<file path="config.mk">
export PLATFORM = sky130hd
export DESIGN_NAME = operand_fetch
export DESIGN_NICKNAME = d
export VERILOG_FILES = /design/src/rtl/cpu_pkg.sv /design/src/rtl/operand_bypass.sv /design/src/rtl/operand_fetch.sv
export SDC_FILE = /design/constraint.sdc
export NUM_CORES = 1
export LEC_CHECK = 0
export BUFFER_PORTS_ARGS = -buffer_cell sky130_fd_sc_hd__buf_2
export CORE_UTILIZATION = 50
export CTS_CLUSTER_SIZE = 40
export DETAILED_ROUTE_END_ITERATION = 8
export GPL_ROUTABILITY_DRIVEN = 0
export HOLD_SLACK_MARGIN = 0.03
export PLACE_DENSITY = 0.83
export SLEW_MARGIN = 5
export SYNTH_ARGS = -nofsm -noshare
export SYNTH_HDL_FRONTEND = slang
export SYNTH_SLANG_ARGS = --single-unit
</file>
<file path="constraint.sdc">
create_clock -name clk -period 5 [get_ports clk]
set_input_delay 0.25 -clock clk [delete_from_list [all_inputs] [get_ports clk]]
set_output_delay 0.25 -clock clk [all_outputs]
set_load 0.1 [all_outputs]
</file>
<file path="src/rtl/cpu_pkg.sv">
// Shared CPU definitions: datapath widths, register-index constants and the
// operand-fetch state encoding.
package cpu_pkg;

  localparam int unsigned XLEN      = 32;
  localparam int unsigned REG_IDX_W = 5;

  localparam logic [REG_IDX_W-1:0] REG_ZERO = '0;

  // IDLE: empty, READ: BRAM read in flight, VALID: operands presented.
  typedef enum logic [1:0] {
    IDLE,
    READ,
    VALID
  } of_state_t;

endpackage

</file>
<file path="src/rtl/operand_bypass.sv">
// Per-operand source select: zero for x0/unused, then writeback at the
// resolving edge, then writeback captured at the accept edge, else BRAM data.
module operand_bypass
  import cpu_pkg::*;
(
  input  logic                 uses,
  input  logic [REG_IDX_W-1:0] rs,
  input  logic [XLEN-1:0]      rf_data,
  input  logic                 wb_en,
  input  logic [REG_IDX_W-1:0] wb_reg,
  input  logic [XLEN-1:0]      wb_data,
  input  logic                 cap_hit,
  input  logic [XLEN-1:0]      cap_data,
  output logic [XLEN-1:0]      op
);

  // Priority select; rs != 0 in the later arms so wb_reg == 0 can never match.
  always_comb begin
    op = rf_data;
    if (!uses || (rs == REG_ZERO)) begin
      op = '0;
    end else if (wb_en && (wb_reg == rs)) begin
      op = wb_data;
    end else if (cap_hit) begin
      // BRAM returned the pre-write value on the accept edge.
      op = cap_data;
    end
  end

endmodule

</file>
<file path="src/rtl/operand_fetch.sv">
// Decode-to-execute operand fetch: issues BRAM register-file reads on accept,
// waits the one-cycle read latency, then presents registered operands with
// writeback bypass covering the read-during-write gap.
module operand_fetch
  import cpu_pkg::*;
#(
  parameter int unsigned CTRL_W = 16
) (
  input  logic                 clk,
  input  logic                 reset,
  input  logic                 flush,
  input  logic                 in_valid,
  output logic                 in_ready,
  input  logic [REG_IDX_W-1:0] in_rs1,
  input  logic [REG_IDX_W-1:0] in_rs2,
  input  logic                 in_uses_rs1,
  input  logic                 in_uses_rs2,
  input  logic [REG_IDX_W-1:0] in_rd,
  input  logic [XLEN-1:0]      in_imm,
  input  logic [CTRL_W-1:0]    in_ctrl,
  output logic                 rf_rd_1_en,
  output logic                 rf_rd_2_en,
  output logic [REG_IDX_W-1:0] rf_read_reg_1,
  output logic [REG_IDX_W-1:0] rf_read_reg_2,
  input  logic [XLEN-1:0]      rf_data_out_1,
  input  logic [XLEN-1:0]      rf_data_out_2,
  input  logic                 wb_en,
  input  logic [REG_IDX_W-1:0] wb_reg,
  input  logic [XLEN-1:0]      wb_data,
  output logic                 out_valid,
  input  logic                 out_ready,
  output logic [XLEN-1:0]      out_op1,
  output logic [XLEN-1:0]      out_op2,
  output logic [REG_IDX_W-1:0] out_rd,
  output logic [XLEN-1:0]      out_imm,
  output logic [CTRL_W-1:0]    out_ctrl
);

  of_state_t state_q, state_d;

  logic                 accept;
  logic                 cap_hit1_d, cap_hit2_d;
  logic                 hold_hit1, hold_hit2;
  logic [XLEN-1:0]      byp_op1, byp_op2;

  // Instruction fields captured at accept, kept through VALID for hold updates.
  logic                 pend_uses1_q, pend_uses2_q;
  logic [REG_IDX_W-1:0] pend_rs1_q, pend_rs2_q;
  logic [REG_IDX_W-1:0] pend_rd_q;
  logic [XLEN-1:0]      pend_imm_q;
  logic [CTRL_W-1:0]    pend_ctrl_q;
  logic                 cap_hit1_q, cap_hit2_q;
  logic [XLEN-1:0]      cap_data1_q, cap_data2_q;

  logic [XLEN-1:0]      out_op1_q, out_op2_q, out_imm_q;
  logic [REG_IDX_W-1:0] out_rd_q;
  logic [CTRL_W-1:0]    out_ctrl_q;

  // Handshake, read-port drive, bypass hit detection and next state.
  always_comb begin
    in_ready      = !flush && ((state_q == IDLE) || ((state_q == VALID) && out_ready));
    accept        = in_valid && in_ready;
    // Reads only in accept cycles so BRAM output holds until resolved.
    rf_rd_1_en    = accept && in_uses_rs1 && (in_rs1 != REG_ZERO);
    rf_rd_2_en    = accept && in_uses_rs2 && (in_rs2 != REG_ZERO);
    rf_read_reg_1 = in_rs1;
    rf_read_reg_2 = in_rs2;

    cap_hit1_d = wb_en && (wb_reg != REG_ZERO) && in_uses_rs1 && (wb_reg == in_rs1);
    cap_hit2_d = wb_en && (wb_reg != REG_ZERO) && in_uses_rs2 && (wb_reg == in_rs2);

    hold_hit1 = (state_q == VALID) && !out_ready && !flush && wb_en &&
                (wb_reg != REG_ZERO) && pend_uses1_q && (wb_reg == pend_rs1_q);
    hold_hit2 = (state_q == VALID) && !out_ready && !flush && wb_en &&
                (wb_reg != REG_ZERO) && pend_uses2_q && (wb_reg == pend_rs2_q);

    state_d = state_q;
    if (flush) begin
      state_d = IDLE;
    end else begin
      unique case (state_q)
        IDLE:    if (accept) state_d = READ;
        READ:    state_d = VALID;
        VALID:   if (out_ready) state_d = accept ? READ : IDLE;
        default: state_d = IDLE;
      endcase
    end
  end

  operand_bypass u_bypass_1 (
    .uses     (pend_uses1_q),
    .rs       (pend_rs1_q),
    .rf_data  (rf_data_out_1),
    .wb_en    (wb_en),
    .wb_reg   (wb_reg),
    .wb_data  (wb_data),
    .cap_hit  (cap_hit1_q),
    .cap_data (cap_data1_q),
    .op       (byp_op1)
  );

  operand_bypass u_bypass_2 (
    .uses     (pend_uses2_q),
    .rs       (pend_rs2_q),
    .rf_data  (rf_data_out_2),
    .wb_en    (wb_en),
    .wb_reg   (wb_reg),
    .wb_data  (wb_data),
    .cap_hit  (cap_hit2_q),
    .cap_data (cap_data2_q),
    .op       (byp_op2)
  );

  // State register.
  always_ff @(posedge clk or negedge reset) begin
    if (!reset) begin
      state_q <= IDLE;
    end else begin
      state_q <= state_d;
    end
  end

  // Capture instruction fields and accept-edge writeback hits.
  always_ff @(posedge clk or negedge reset) begin
    if (!reset) begin
      pend_uses1_q <= 1'b0;
      pend_uses2_q <= 1'b0;
      pend_rs1_q   <= '0;
      pend_rs2_q   <= '0;
      pend_rd_q    <= '0;
      pend_imm_q   <= '0;
      pend_ctrl_q  <= '0;
      cap_hit1_q   <= 1'b0;
      cap_hit2_q   <= 1'b0;
      cap_data1_q  <= '0;
      cap_data2_q  <= '0;
    end else if (accept) begin
      pend_uses1_q <= in_uses_rs1;
      pend_uses2_q <= in_uses_rs2;
      pend_rs1_q   <= in_rs1;
      pend_rs2_q   <= in_rs2;
      pend_rd_q    <= in_rd;
      pend_imm_q   <= in_imm;
      pend_ctrl_q  <= in_ctrl;
      cap_hit1_q   <= cap_hit1_d;
      cap_hit2_q   <= cap_hit2_d;
      cap_data1_q  <= wb_data;
      cap_data2_q  <= wb_data;
    end
  end

  // Output registers: load resolved operands leaving READ, patch during hold.
  always_ff @(posedge clk or negedge reset) begin
    if (!reset) begin
      out_op1_q  <= '0;
      out_op2_q  <= '0;
      out_rd_q   <= '0;
      out_imm_q  <= '0;
      out_ctrl_q <= '0;
    end else if ((state_q == READ) && !flush) begin
      out_op1_q  <= byp_op1;
      out_op2_q  <= byp_op2;
      out_rd_q   <= pend_rd_q;
      out_imm_q  <= pend_imm_q;
      out_ctrl_q <= pend_ctrl_q;
    end else begin
      if (hold_hit1) out_op1_q <= wb_data;
      if (hold_hit2) out_op2_q <= wb_data;
    end
  end

  assign out_valid = (state_q == VALID);
  assign out_op1   = out_op1_q;
  assign out_op2   = out_op2_q;
  assign out_rd    = out_rd_q;
  assign out_imm   = out_imm_q;
  assign out_ctrl  = out_ctrl_q;

endmodule

</file>
-- Word-level counts from Yosys, hierarchy flattened
Index checks and enable logic that the tools add are counted.
Widths: inputs -> output; s select.
- order comparisons: 0
- div/mod/pow operators: 0
- add/subtract/negate cells: 0
- shifts and indexed selects: 0
- multiply operators: 0
- bitwise operators: 0
- eq/ne operators: 8
- mux-type cells: 15
- reductions and logical operators: 39
- operator list (kind ; number):
    $mux 32 ; 10
    $logic_and 1x1->1 ; 23
    $eq 5x5->1 ; 4
    $reduce_bool 5->1 ; 3
    $logic_not 5->1 ; 2
    $mux 2 ; 3
    $pmux 2 s3 ; 1
    $logic_not 1->1 ; 4
    $reduce_bool 2->1 ; 2
    $logic_or 1x1->1 ; 3
    $ne 3x2->1 const B ; 1
    $ne 3x3->1 const B ; 1
    $eq 2x1->1 const B ; 1
    $eq 2x2->1 const B ; 1
    $logic_not 2->1 ; 1
    $reduce_and 2->1 ; 1
    $mux 1 ; 1
- memories: 0
- bits in writable memories: 0
- bits in read-only memories: 0
- register bits after elaboration: 218
- output and inout bits: 131
- latch bits: 0

-- Logic depth before layout (Yosys ltp)
Gate-level depths: netlist of run 1.
- depth after elaboration: 9
- gate-level depth with buffers: 8
- depth with buffers taken out: 6

-- Modules after synthesis
Synthesis of run 1 repeated with hierarchy kept, for this count alone.
- cell total of the unflattened synthesis: 1396
- area total of the unflattened synthesis: 12072.8 um^2
- by module, submodules not included (module ; cells each ; area each (um^2) ; sequential area each (um^2) ; times used):
    operand_fetch ; 1150 ; 10005.8 ; 5455.2 ; 1
    operand_bypass ; 123 ; 1033.5 ; 0.0 ; 2

-- Least setup slack after synthesis of run 1
Ideal clock, no wire load.
- kind: reg2out
- start point: register state_q[0]
- end point: output port rf_rd_1_en
- cell stages (with the launch flop): 7
- path buffers: 1
- data arrival time: 5224 ps
- setup slack: -474 ps
- path through: dfrtp_1 > a211oi_1 > nand2_1 > inv_2 > buf_2 > nand2_1 > a21oi_1
- longest elaborated chain between the ends: 7
- elaborated cells on any way between the ends: 8
- ends and longest elaborated chain (what ; RTL line ; source):
    from (decl) ; operand_fetch.sv:39 ; of_state_t state_q, state_d;
    from (signal assigned) ; operand_fetch.sv:119 ; state_q <= state_d;
    $eq 2x2->1 ; operand_fetch.sv:61 ; in_ready = !flush && ((state_q == IDLE) || ((state_q == VALID) && out_ready));
    $logic_and 1x1->1 ; operand_fetch.sv:61 ;
    $logic_or 1x1->1 (*) ; operand_fetch.sv:61 ;
    $logic_and 1x1->1 (*) ; operand_fetch.sv:61 ;
    via in_ready ; operand_fetch.sv:13 ; output logic in_ready,
    $logic_and 1x1->1 (*) ; operand_fetch.sv:62 ; accept = in_valid && in_ready;
    $logic_and 1x1->1 (*) (2 in series) ; operand_fetch.sv:64 ; rf_rd_1_en = accept && in_uses_rs1 && (in_rs1 != REG_ZERO);
    to (decl) ; operand_fetch.sv:21 ; output logic rf_rd_1_en,
Mark *: on every way through the listed nets, which the timed path passes. The rest lies on a longest branch.

-- Final worst setup path of run 1
- start point: register state_q[1]
- end point: output port rf_rd_2_en
- longest elaborated chain between the ends: 7
- elaborated cells on any way between the ends: 8
- ends and longest elaborated chain (what ; RTL line ; source):
    $eq 2x2->1 ; operand_fetch.sv:61 ;
    $logic_and 1x1->1 ; operand_fetch.sv:61 ;
    $logic_or 1x1->1 (*) ; operand_fetch.sv:61 ;
    $logic_and 1x1->1 (*) ; operand_fetch.sv:61 ;
    $logic_and 1x1->1 (*) ; operand_fetch.sv:62 ;
    $logic_and 1x1->1 (*) (2 in series) ; operand_fetch.sv:65 ; rf_rd_2_en = accept && in_uses_rs2 && (in_rs2 != REG_ZERO);
    to (decl) ; operand_fetch.sv:22 ; output logic rf_rd_2_en,
Every way passes the cells marked *; elsewhere a longest branch is shown, timed or not.

==> results of run 1 <==
-- cells in the final DEF (no fill, tap or decap), drive strengths merged, types with 3 or more instances in the layout --
cell type,count
nand2,360
buf,313
dfrtp,218
mux2,96
dlygate4sd3,96
nor2,67
a21oi,67
a22oi,64
clkbuf,36
xnor2,12
xor2,8
clkinv,4
o31ai,4
nand3,4
bufinv,3
or4,3
o21ai,3
-- cell families after synthesis --
group	count (synthesis)	share of synthesized area, %
AND/OR/NAND/NOR	444	16.8
flip-flops	218	52.7
AO/OA/AOI/OAI	147	13.2
multiplexers	96	10.4
XOR/XNOR	20	2.45
buffers and inverters	79	4.46
-- Yosys cell counts --
library cell,n,area (µm²)
sky130_fd_sc_hd__a211oi_1,1,7.51
sky130_fd_sc_hd__a21oi_1,27,135
sky130_fd_sc_hd__a21oi_2,40,350
sky130_fd_sc_hd__a22oi_1,24,180
sky130_fd_sc_hd__a22oi_2,40,500
sky130_fd_sc_hd__and3b_1,2,17.5
sky130_fd_sc_hd__buf_1,5,18.8
sky130_fd_sc_hd__buf_2,27,135
sky130_fd_sc_hd__buf_4,13,97.6
sky130_fd_sc_hd__buf_6,11,124
sky130_fd_sc_hd__clkbuf_1,20,75.1
sky130_fd_sc_hd__dfrtp_1,218,5460
sky130_fd_sc_hd__inv_1,2,7.51
sky130_fd_sc_hd__inv_2,1,3.75
sky130_fd_sc_hd__mux2_2,96,1080
sky130_fd_sc_hd__nand2_1,360,1350
sky130_fd_sc_hd__nand2b_1,1,6.26
sky130_fd_sc_hd__nand3_1,2,10.0
sky130_fd_sc_hd__nand3_2,1,10.0
sky130_fd_sc_hd__nand3_4,1,17.5
sky130_fd_sc_hd__nor2_1,66,248
sky130_fd_sc_hd__nor2_2,1,6.26
sky130_fd_sc_hd__nor2b_1,1,6.26
sky130_fd_sc_hd__nor3_1,2,10.0
sky130_fd_sc_hd__nor3b_1,1,7.51
sky130_fd_sc_hd__nor4_1,2,12.5
sky130_fd_sc_hd__o211ai_2,2,25.0
sky130_fd_sc_hd__o21a_1,2,15.0
sky130_fd_sc_hd__o21ai_0,1,5.00
sky130_fd_sc_hd__o21ai_2,2,17.5
sky130_fd_sc_hd__o311a_1,1,10.0
sky130_fd_sc_hd__o311a_2,1,11.3
sky130_fd_sc_hd__o31ai_1,2,15.0
sky130_fd_sc_hd__o31ai_4,2,42.5
sky130_fd_sc_hd__o41ai_4,2,55.1
sky130_fd_sc_hd__or2_2,1,6.26
sky130_fd_sc_hd__or4_1,1,7.51
sky130_fd_sc_hd__or4_4,2,22.5
sky130_fd_sc_hd__xnor2_1,6,52.6
sky130_fd_sc_hd__xnor2_2,3,48.8
sky130_fd_sc_hd__xnor2_4,3,82.6
sky130_fd_sc_hd__xor2_1,8,70.1
-- sequential cells by signal (all words and copies together) (netlist names), 16 cells and up --
register     flops
cap_data2_q     32
out_ctrl        16
out_imm         32
out_op1         32
out_op2         32
pend_ctrl_q     16
pend_imm_q      32
-- stage by stage --
step | utilization [%] | instance area (µm²) | total power, mW
floorplan | - | 10400 | 4.63
global placement | 58.5 | 11900 | 5.12
detailed placement | 58.5 | 11900 | 5.16
CTS | 67.4 | 13700 | 7.08
global route | 67.4 | 13700 | 7.33
finish | 67.4 | 13700 | 7.09
-- power by group --
part	leakage, nW	internal, mW	switching [mW]	total [mW]
clock network	0.409	1.14	0.714	1.85
logic	3.63	0.544	2.33	2.87
registers	2.63	2.13	0.232	2.36
total	6.67	3.81	3.27	7.09
-- per-layer routing --
metal  track usage [%]  vias to the layer above
li1                  -                     4047
met1              36.0                     4353
met2              46.7                      426
met3              3.73                      131
met4              14.9                        0
met5                 0                        -
-- worst paths after layout --
path,startpoint,end,slack (ns),depth (start not counted)
min,wb_data[26],cap_data2_q[26],0.05,2
min reg2reg,pend_imm_q[22],out_imm[22],0.47,2
max,state_q[1],rf_rd_2_en,1.92,6
max reg2reg,state_q[1],out_op2[0],2.15,6
min in group asynchronous,reset,pend_rd_q[1],0.32,2
max in group asynchronous,reset,out_op2[1],3.53,3
-- critical path, delay by kind of cell (launching register included) --
family | cells | cell delay [ns]
AND/OR/NAND/NOR | 2 | 0.32
buffers and inverters | 2 | 1.12
flip-flops | 1 | 0.42
AO/OA/AOI/OAI | 2 | 0.44
-- area by class of cell --
type                    instances  area, µm²
flip-flops and latches        218       5460
inverters                       3       12.5
clock inverters                 6        116
multi-input cells             707       4460
diodes                          1       2.50
repair buffers                409       2580
fillers                      1470       6620
well taps                     270        338
clock buffers                  36        716
-- timing repair --
action | 4_1_cts | 5_1_grt
endpoints found under the setup margin | 0 | 0
hold buffers | 96 | 0
setup buffers | 0 | 0
endpoints found under the hold margin | 191 | 0
==> impl_metrics.tcl, run 1 <==
set metrics [dict create \
    outcome "finished clean" \
    critical_path_arrival_ns 2.83 \
    worst_slew_pin_slew_ns 1.12 \
    maxSlewViolCount 0 \
    drtPass1Iterations 7 \
    postRouteWirelength_mm 29.7 \
    min_period_ns 3.08 \
    insertion_delay_ns 0.52 \
    core_box_area_um2 20300 \
    top_layer_used "met4" \
    critPathMaxFanout 56 \
    whs_ns 0.0472 \
    row_count 52 \
    num-nets-final 1535 \
    first_pass_grt_wire_length_mm 47.6 \
    synthesis.area_per_instance_um2 10.3 \
    grt_setup_unrepaired "no" \
    finalWorstSetupSlack_ns 1.92 \
    cts.reportedPaths.clkPinSlew_ns 0.06 \
    clock_skew_after_layout_ns 0.0246 \
    met3WireLength_mm 1.75 \
    syn_inst 1004 \
    synth-warning-count 0 \
    worstSetupPathType "reg2out" \
    synthesis.area_um2 10400 \
    maxClockFrequency_ghz 0.325 \
    holdCritPathClass "in2reg" \
    vertical_die_dimension_um 146 \
    met2WireLength_mm 14.5 \
    cts_tree "yes" \
    initial_core_util_pct 51.0 \
    placement.io_buffers 302 \
    drt-wirelength-per-cell_um 18.0 \
    end_kind "output pin" \
    timing.critical_path.cells "a211oi_2 -> nand2_2 -> clkinv_2 -> nand2_1 -> a21oi_1 -> buf_2" \
    maxCapViolations 0 \
    critical_path_required_ns 4.75 \
    htreeDepth 1 \
    die-width_um 146 \
    grt_overflow 0 \
    cts_inserted_buffers 24 \
    total_leakage_power_nw 6.67 \
    synth.yosys.seq_area_share_pct 52.7 \
    worst_slew_margin_rel_pct 25.3 \
    drt_first_iter_violations 510 \
    final-setup-viol-count 0 \
    met1_length_mm 11.9 \
    drc_errors_left 0 \
    cp_slowest_stage_delay_ns 0.68 \
    peak_ir_drop_on_the_vdd_network_v 0.000280 \
    hpwlAfterDp_mm 17.4 \
    critical-path-slowest-cell "sky130_fd_sc_hd__clkinv_2" \
    synthToLayoutAreaGrowth_pct 32.0 \
    synth.lib_cells_used.distinct 42 \
    groute.usage.overall_pct 28.1 \
    cts_resized 0 \
    finalSetupTns_ns 0 \
    report.final.hold_viol_count 0 \
    ioPinCount 303 \
    clockRootBuffer "sky130_fd_sc_hd__clkbuf_16" \
    pin_count_of_the_biggest_net_entering_global_routing 123 \
    stdcell_count 1650 \
    layout_cell_share_with_drive_strength_beyond_1_pct 40.0 \
    place_ws_ns 2.21 \
    synthesis.nets 1176 \
    layout_worst_path_cycle_share_pct 61.6 \
    dp.cells 1511 \
    vias_per_cell 5.43 \
    die_area_um2 21300 \
    via_count_of_the_routed_design 8957 \
    drt.antenna.violating_nets 0 \
    grt_pass1_vias 9122 \
    start_kind "register" \
    antenna_found_initial 1 \
    ctsLongestPathBuffers 3 \
    synth.ff_latch_count 218 \
    cts.sink_count 218 \
    power-per-cell-area_nw_per_um2 518 \
]
(Power assumes the default switching activity.)
==> run 2: changes to the inputs <==
==> constraint.sdc (replaced) <==
create_clock -name clk -period 3.04 [get_ports clk]
set_input_delay 0.152 -clock clk [delete_from_list [all_inputs] [get_ports clk]]
set_output_delay 0.152 -clock clk [all_outputs]
set_load 0.1 [all_outputs]
==> impl_metrics.tcl, run 2 (synthesis results as in run 1) <==
set metrics [dict create \
    outcome "finished clean" \
    core_box_area_um2 20300 \
    postRouteWirelength_mm 30.1 \
    die-width_um 146 \
    cts.reportedPaths.clkPinSlew_ns 0.06 \
    r2r.worst_path.cells 6 \
    final_common_cell "sky130_fd_sc_hd__nand2_1" \
    placement.io_buffers 302 \
    grt_overflow 0 \
    dp.cells 1516 \
    row_count 52 \
    grt_setup_unrepaired "no" \
    peak_ir_drop_on_the_vdd_network_v 0.000502 \
    worst_r2r_startpoint "state_q[0]" \
    die_area_um2 21300 \
    cts.sink_count 218 \
    vias_per_cell 5.40 \
    worstSetupPathType "reg2reg" \
    maxCapViolations 0 \
    maxClockFrequency_ghz 0.443 \
    report.final.hold_viol_count 0 \
    layout_worst_path_cycle_share_pct 74.3 \
    groute.usage.overall_pct 28.2 \
    worst_slew_pin_slew_ns 1.06 \
    most_frequent_cells_in_the_layout "sky130_fd_sc_hd__nand2_1, sky130_fd_sc_hd__buf_2, sky130_fd_sc_hd__dfrtp_1, sky130_fd_sc_hd__dlygate4sd3_1, sky130_fd_sc_hd__mux2_2" \
    critical_path_arrival_ns 2.68 \
    utilization_pct 67.6 \
    synthToLayoutAreaGrowth_pct 32.4 \
    initial_core_util_pct 51.0 \
    worstHoldPathCells 4 \
    worst_setup_path_startpoint "state_q[0]" \
    pin_count_of_the_biggest_net_entering_global_routing 97 \
    first_pass_grt_wire_length_mm 47.7 \
    drt_first_iter_violations 634 \
    via_count_of_the_routed_design 8935 \
    min-delay-start "rf_data_out_2[15]" \
    vertical_die_dimension_um 146 \
    grt_pass1_vias 9204 \
    min_period_ns 2.26 \
    drtPass1Iterations 5 \
    drt-wirelength-per-cell_um 18.2 \
    cts_hold_buf 101 \
    start_kind "register" \
    worst_slew_margin_rel_pct 29.4 \
    cts_setup_buffers 0 \
    clock_skew_after_layout_ns 0.00820 \
    cts_tree "yes" \
    cts_inserted_buffers 23 \
    finalSetupTns_ns 0 \
    maxSlewViolCount 0 \
    num-nets-final 1544 \
    layout_cell_share_with_drive_strength_beyond_1_pct 39.9 \
    hpwlAfterDp_mm 18.0 \
    critical_path_required_ns 3.46 \
    ioPinCount 303 \
    critPathMaxFanout 64 \
    clockRootBuffer "sky130_fd_sc_hd__clkbuf_16" \
    final-setup-viol-count 0 \
    whs_ns 0.0809 \
    antenna_found_initial 1 \
    insertion_delay_ns 0.50 \
    ctsLongestPathBuffers 3 \
    drt.antenna.violating_nets 0 \
    htreeDepth 1 \
    drc_errors_left 0 \
    stdcell_count 1656 \
    power-per-cell-area_nw_per_um2 833 \
    holdCritPathClass "in2reg" \
    cts_resized 0 \
    total_leakage_power_nw 6.68 \
    end_kind "register" \
]
-- run 2: cell count changes in the layout (fill, tap and decap cells not counted), moves of 2 or more --
cell | before | now
sky130_fd_sc_hd__a21oi_1 | 27 | 25
sky130_fd_sc_hd__a21oi_4 | 0 | 2
sky130_fd_sc_hd__buf_12 | 1 | 3
sky130_fd_sc_hd__buf_4 | 10 | 13
sky130_fd_sc_hd__clkbuf_8 | 7 | 4
sky130_fd_sc_hd__dlygate4sd3_1 | 96 | 101
-- run 2: power breakdown --
| part | leakage, nW | switching [mW] | internal, mW | total [mW] |
|---|---|---|---|---|
| Clock | 0.363 | 1.13 | 1.65 | 2.79 |
| Sequential | 2.63 | 0.381 | 3.50 | 3.88 |
| Combinational | 3.69 | 3.85 | 0.905 | 4.75 |
-- run 2: layout make-up --
class | count | area (µm²)
Timing Repair Buffer | 419 | 2690
Inverter | 3 | 12.5
Clock buffer | 32 | 649
Clock inverter | 6 | 87.6
Tap cell | 270 | 338
Fill cell | 1481 | 6580
Antenna cell | 1 | 2.50
Multi-Input combinational cell | 707 | 4490
Sequential cell | 218 | 5460
-- run 2: per-layer routing --
layer | vias up | wire, µm | track usage [%]
li1 | 4071 | - | -
met1 | 4285 | 11500 | 34.3
met2 | 448 | 15000 | 47.4
met3 | 131 | 1780 | 4.04
met4 | 0 | 1800 | 17.4
met5 | - | 0 | 0
-- run 2: through the flow --
stage	power, mW	setup WS [ns]	instance area, µm²
floorplan	7.62	0.233	10400
global placement	8.43	0.852	12000
detailed placement	8.52	0.786	12000
CTS	11.4	0.797	13700
global route	11.8	0.653	13700
finish	11.4	0.782	13700
-- run 2: path summary, 6_finish.rpt --
kind	to	slack, ns
setup / recovery	out_op1[18]	0.78
hold / removal	out_op2[15]	0.08
setup reg to reg	out_op1[18]	0.78
hold reg to reg	out_imm[22]	0.46
max in group asynchronous	cap_data2_q[13]	1.99
min in group asynchronous	out_imm[26]	0.15
-- run 2: worst max-delay path, stage by stage, from the launching register on --
cell	delay, ns
sky130_fd_sc_hd__dfrtp_1	0.43
sky130_fd_sc_hd__nor3b_1	0.43
sky130_fd_sc_hd__o211ai_2	0.19
sky130_fd_sc_hd__o31ai_4	0.18
sky130_fd_sc_hd__buf_4	0.59
sky130_fd_sc_hd__nor2_1	0.14
sky130_fd_sc_hd__a21oi_2	0.15
